**src/rtl/reg_file_onehot_wr.sv**
```systemverilog
// 32 x WIDTH integer register file with a one-hot write-enable input.
// x0 reads as zero and is never stored. Two combinational read ports,
// with optional write-through bypass, and a debug port that always
// shows stored state. Malformed write-enable vectors are rejected and
// recorded in a sticky flag and a saturating counter.
module reg_file_onehot_wr #(
    parameter int WIDTH     = 32,
    parameter bit BYPASS    = 1'b1,
    parameter int ERR_CNT_W = 8
) (
    input  logic                 clk,
    input  logic                 reset_n,
    input  logic                 WE,
    input  logic [31:0]          WEN_VEC,
    input  logic [WIDTH-1:0]     WD,
    input  logic [4:0]           A1,
    input  logic [4:0]           A2,
    input  logic [4:0]           DBG_ADDR,
    output logic [WIDTH-1:0]     RD1,
    output logic [WIDTH-1:0]     RD2,
    output logic [WIDTH-1:0]     DBG_OUT,
    output logic                 ERR,
    output logic [ERR_CNT_W-1:0] ERR_CNT,
    output logic [4:0]           LAST_WR_IDX
);

    localparam logic [ERR_CNT_W-1:0] CNT_MAX = '1;
    localparam logic [ERR_CNT_W-1:0] CNT_ONE = ERR_CNT_W'(1);

    logic [WIDTH-1:0] regs [32];
    logic             wen_onehot;
    logic             wr_valid;
    logic             wr_viol;
    logic [4:0]       wr_idx;

    // A vector is one-hot when it is nonzero and clearing its lowest set bit leaves nothing.
    assign wen_onehot = (WEN_VEC != 32'd0) && ((WEN_VEC & (WEN_VEC - 32'd1)) == 32'd0);
    assign wr_valid   = WE && wen_onehot;
    assign wr_viol    = WE && !wen_onehot;

    // Encode the write index; only meaningful when the vector is one-hot.
    always_comb begin
        wr_idx = 5'd0;
        for (int k = 0; k < 32; k++) begin
            if (WEN_VEC[k]) begin
                wr_idx = 5'(k);
            end
        end
    end

    // Register storage; x0 is cleared on reset and never written afterwards.
    always_ff @(posedge clk or negedge reset_n) begin
        if (!reset_n) begin
            for (int k = 0; k < 32; k++) begin
                regs[k] <= '0;
            end
        end else begin
            for (int k = 1; k < 32; k++) begin
                if (wr_valid && WEN_VEC[k]) begin
                    regs[k] <= WD;
                end
            end
        end
    end

    // Write bookkeeping: last committed index, sticky error, saturating violation count.
    always_ff @(posedge clk or negedge reset_n) begin
        if (!reset_n) begin
            LAST_WR_IDX <= 5'd0;
            ERR         <= 1'b0;
            ERR_CNT     <= '0;
        end else begin
            if (wr_valid) begin
                LAST_WR_IDX <= wr_idx;
            end
            if (wr_viol) begin
                ERR <= 1'b1;
                if (ERR_CNT != CNT_MAX) begin
                    ERR_CNT <= ERR_CNT + CNT_ONE;
                end
            end
        end
    end

    // Read port 1: zero for x0, write data when bypassing a same-cycle write, else stored value.
    always_comb begin
        RD1 = regs[A1];
        if (A1 == 5'd0) begin
            RD1 = '0;
        end else if (BYPASS && wr_valid && WEN_VEC[A1]) begin
            RD1 = WD;
        end
    end

    // Read port 2: same rules as port 1.
    always_comb begin
        RD2 = regs[A2];
        if (A2 == 5'd0) begin
            RD2 = '0;
        end else if (BYPASS && wr_valid && WEN_VEC[A2]) begin
            RD2 = WD;
        end
    end

    // Debug port never bypasses so it reflects committed state only.
    always_comb begin
        DBG_OUT = regs[DBG_ADDR];
        if (DBG_ADDR == 5'd0) begin
            DBG_OUT = '0;
        end
    end

endmodule

```
**config.mk**
```make
export PLATFORM = sky130hd
export DESIGN_NAME = reg_file_onehot_wr
export DESIGN_NICKNAME = d
export VERILOG_FILES = /design/src/rtl/reg_file_onehot_wr.sv
export SDC_FILE = /design/constraint.sdc
export NUM_CORES = 2
export LEC_CHECK = 0
export ABC_AREA = 1
export BUFFER_PORTS_ARGS = -buffer_cell sky130_fd_sc_hd__buf_2
export CELL_PAD_IN_SITES_DETAIL_PLACEMENT = 0
export CELL_PAD_IN_SITES_GLOBAL_PLACEMENT = 2
export CORE_MARGIN = 5
export CORE_UTILIZATION = 28
export CTS_CLUSTER_SIZE = 25
export DETAILED_ROUTE_END_ITERATION = 8
export HOLD_SLACK_MARGIN = 0.15
export PLACE_DENSITY_LB_ADDON = 0.25
export SLEW_MARGIN = 20
export SYNTH_ARGS = -nofsm -noshare
export SYNTH_HDL_FRONTEND = slang
export SYNTH_SLANG_ARGS = --single-unit
```
**constraint.sdc**
```tcl
create_clock -name clk -period 9.3 [get_ports clk]
set_input_delay 1.86 -clock clk [delete_from_list [all_inputs] [get_ports clk]]
set_output_delay 1.86 -clock clk [all_outputs]
set_load 0.05 [all_outputs]
```
==> flow_metrics.env <==
export IMPL_status="finished, final reports clean"
export IMPL_drt_wirelength_per_cell_um=30.8
export IMPL_whs_endpoint="ERR"
export IMPL_crit_chain="buf_8 -> inv_6 -> nor2_1 -> inv_8 -> o221ai_1 -> o221ai_1 -> nand3_1 -> nand2_1 -> nand2_4 -> o21ai_0 -> a31oi_1 -> buf_2"
export IMPL_hp_start="ERR"
export IMPL_multi_input_area_um2=33300
export IMPL_post_dp_cell_area_um2=66200
export IMPL_p_clk_share_pct=46.2
export IMPL_clk_pin_slew_ns=0.05
export IMPL_port_buffers=191
export IMPL_drv_cap=0
export IMPL_synth_edf_count=0
export IMPL_cpMaxStageDelayCell="a31oi_1"
export IMPL_synth_ff_type="dfrtp_1"
export IMPL_ys_ff_latch=1006
export IMPL_relSlewSlack_pct=19.3
export IMPL_hold_path_class="reg -> reg"
export IMPL_cts_setup_buffers=0
export IMPL_worstPathRequired_ns=7.44
export IMPL_place_inst=11200
export IMPL_antenna_found_initial=24
export IMPL_gp_congestion=0.847
export IMPL_drive_gt1_share_pct=8.08
export IMPL_tns_ns=0
export IMPL_power_density_nw_per_um2=167
export IMPL_p_int_mw=8.06
export IMPL_critPathLaunchType="input pin"
export IMPL_grt_pass1_vias=64900
export IMPL_fin_crit_sh_pct=87.7
export IMPL_synthArstFlopShare_pct=100
export IMPL_combPwrFrac_pct=16.5
export IMPL_root_buffer="clkbuf_16"
export IMPL_track_usage_pct=28.8
export IMPL_routed_wl_mm=353
export IMPL_setup_viol=0
export IMPL_die_h_um=485
export IMPL_finalNonFillerCells=11500
export IMPL_critPathCaptureType="output pin"
export IMPL_worstReg2RegStart="ERR_CNT[0]"
export IMPL_dp_hpwl_mm=198
export IMPL_htreeDepth=4
export IMPL_grt_pass1_wl_mm=502
export IMPL_synth_avg_cell_area_um2=7.18
export IMPL_cts_resized=0
export IMPL_drt_iter0_markers=9778
export IMPL_min_path_cells=1
export IMPL_leakage_nw=27.6
export IMPL_pin_count=192
export IMPL_worstPathMaxFanout=55
export IMPL_seq_area_um2=25200
export IMPL_die_w_um=485
export IMPL_netlist_top_cells_count="1,887 x nand2_1, 1,651 x o21ai_0, 1,006 x dfrtp_1"
export IMPL_design_area_um2=70700
export IMPL_cts_hold_buffers=0
export IMPL_viasPerCell=6.08
export IMPL_report_final_slew_viol_count=0
export IMPL_cts_num_sinks=1006
export IMPL_grt_remaining_overflow=0
export IMPL_fmax_ghz=0.123
export IMPL_max_stage_delay_ns=0.75
export IMPL_switching_share_pct=31.9
export IMPL_ys_warn_count=32
export IMPL_final_core_util_pct=31.5
export IMPL_ys_seq_area_share_pct=39.8
export IMPL_fin_worst_skew_ns=0.00745
export IMPL_syn2layout_area_growth_pct=11.9
export IMPL_worst_pin_slew_ns=1.21
export IMPL_synth_area_leaders="dfrtp_1 40%, o21ai_0 13%, nand2_1 11%"
export IMPL_seqPwrFrac_pct=37.2
export IMPL_synth_nets=8882
export IMPL_fin_crit_ns=8.15
export IMPL_num_rows=174
export IMPL_r2r_setup_slack_ns=7.56
export IMPL_vias=69800
export IMPL_start_util_pct=28.1
export IMPL_dr_pass1_iters=6
export IMPL_cts_tree="built"
export IMPL_path_class="in -> out"
export IMPL_clk_latency_ns=0.78
export IMPL_cts_buffer_depth=3
export IMPL_rsz0062_at_grt="no"
export IMPL_synthDominantCellAreaShare_pct=39.8
export IMPL_crit_top_cell="o221ai_1"
export IMPL_dieArea_um2=235000
export IMPL_synth_distinct_cells=53
export IMPL_r2r_end="ERR_CNT[1]"
export IMPL_worst_r2r_cell_count=4
export IMPL_fillCellCount=24300
export IMPL_worstPathArrival_ns=6.29
export IMPL_p_sw_mw=3.78
export IMPL_ant_nets=0
export IMPL_nets=8439
export IMPL_numCtsBuffers=132
export IMPL_power_mw=11.8
export IMPL_synth_most_common_cell="nand2_1"
export IMPL_hold_viol=0
export IMPL_synth_top_area_cell="dfrtp_1"
export IMPL_synth_area_um2=63200
export IMPL_synth_cells=8799
export IMPL_ir_worst_vdd_mv=0.198
export IMPL_grt_max_degree=201
export IMPL_drc=0
export IMPL_coreArea_um2=225000
## worst max-delay path by stage
stage | start | to | slack, ns | depth (start not counted)
floorplan | WEN_VEC[4] | RD1[30] | 2.65 | 19
global placement | WEN_VEC[0] | RD1[29] | 0.72 | 18
detailed placement | WEN_VEC[0] | RD1[28] | 1.20 | 18
CTS | WEN_VEC[0] | RD1[28] | 1.19 | 18
global route | WEN_VEC[0] | RD1[28] | 1.05 | 17
finish | A1[0] | RD1[28] | 1.15 | 12
## per-stage QoR
step / setup slack [ns] / hold WS [ns]
4_1_cts: 1.19 / 0.474
3_3_place_gp: 0.718 / 0.449
3_5_place_dp: 1.20 / 0.462
5_1_grt: 1.05 / 0.490
2_1_floorplan: 2.65 / 0.453
6_report: 1.15 / 0.472
## layer usage
| layer | wire length [µm] | vias to the layer above | global-route usage [%] | share of wire (%) |
|---|---|---|---|---|
| li1 | - | 30300 | - | - |
| met1 | 157000 | 34500 | 41.6 | 45 |
| met4 | 13300 | 4 | 10.2 | 3.8 |
| met5 | 26 | - | 0 | 0.0074 |
| met3 | 32500 | 691 | 5.10 | 9.2 |
| met2 | 150000 | 4200 | 43.0 | 42 |
## power groups by stage
stage	clock network (mW)	logic [mW]	registers, mW
3_3_place_gp	0	1.91	4.49
4_1_cts	5.58	1.92	4.41
5_1_grt	5.74	2.05	4.41
2_1_floorplan	0	1.01	4.54
3_5_place_dp	0	1.91	4.49
6_report	5.48	1.96	4.41
## cells in the final DEF (no fill, tap or decap), types with 9 or more instances in the layout
cell type / netlist / routed
clkbuf_8: 0 / 33
o22ai_1: 150 / 150
nor2_1: 416 / 412
buf_12: 1 / 25
o221ai_1: 272 / 272
buf_4: 7 / 139
inv_6: 0 / 11
o311ai_0: 77 / 70
nand4_1: 9 / 9
nand2_1: 1887 / 1882
o21ai_1: 299 / 301
buf_2: 60 / 175
clkinv_2: 0 / 22
o21a_1: 13 / 13
a32oi_1: 17 / 17
diode_2: 0 / 14
a21o_1: 21 / 21
o32ai_1: 28 / 28
o211ai_1: 193 / 193
or2_2: 41 / 41
a22oi_1: 45 / 45
a32o_1: 13 / 13
a21oi_1: 779 / 779
o21ai_0: 1651 / 1649
a211oi_1: 72 / 72
nand3_1: 199 / 198
nand2_4: 10 / 34
o31ai_1: 55 / 55
clkbuf_1: 800 / 28
inv_1: 343 / 325
nor3_1: 21 / 21
a31oi_1: 132 / 131
clkbuf_16: 0 / 134
dfrtp_1: 1006 / 1006
bufinv_16: 0 / 13
a221oi_1: 43 / 43
## layout make-up
class / count / share of cell area (%)
diodes: 14 / 0.0495
inverters: 355 / 1.99
flip-flops and latches: 1006 / 35.6
clock inverters: 47 / 0.911
repair buffers: 352 / 3.67
clock buffers: 192 / 5.47
well taps: 2992 / 5.29
multi-input cells: 6509 / 47.0
## worst max-delay path, delay by kind of cell
kind,cells,cell delay [ns]
AO/OA/AOI/OAI,4,1.51
buffers and inverters,4,1.27
AND/OR/NAND/NOR,4,1.45
## registers in the layout, indices dropped and copies added, names as in the netlist
register / count
LAST_WR_IDX: 5
regs: 992
ERR: 1
ERR_CNT: 8
## kinds of logic (layout without fill, tap and decap cells)
family / after synthesis / count (layout) / share of synthesized area [%]
mux: 2 / 2 / 0.0356
flops: 1006 / 1006 / 39.8
other cells: 0 / 14 / 0
compound gates: 3876 / 3876 / 35.6
buf+inv: 1284 / 946 / 7.85
fa+ha+maj: 1 / 1 / 0.0198
xor+xnor: 7 / 7 / 0.0970
simple gates: 2623 / 2623 / 16.5
Note: power is estimated with default switching activity, not from simulation.
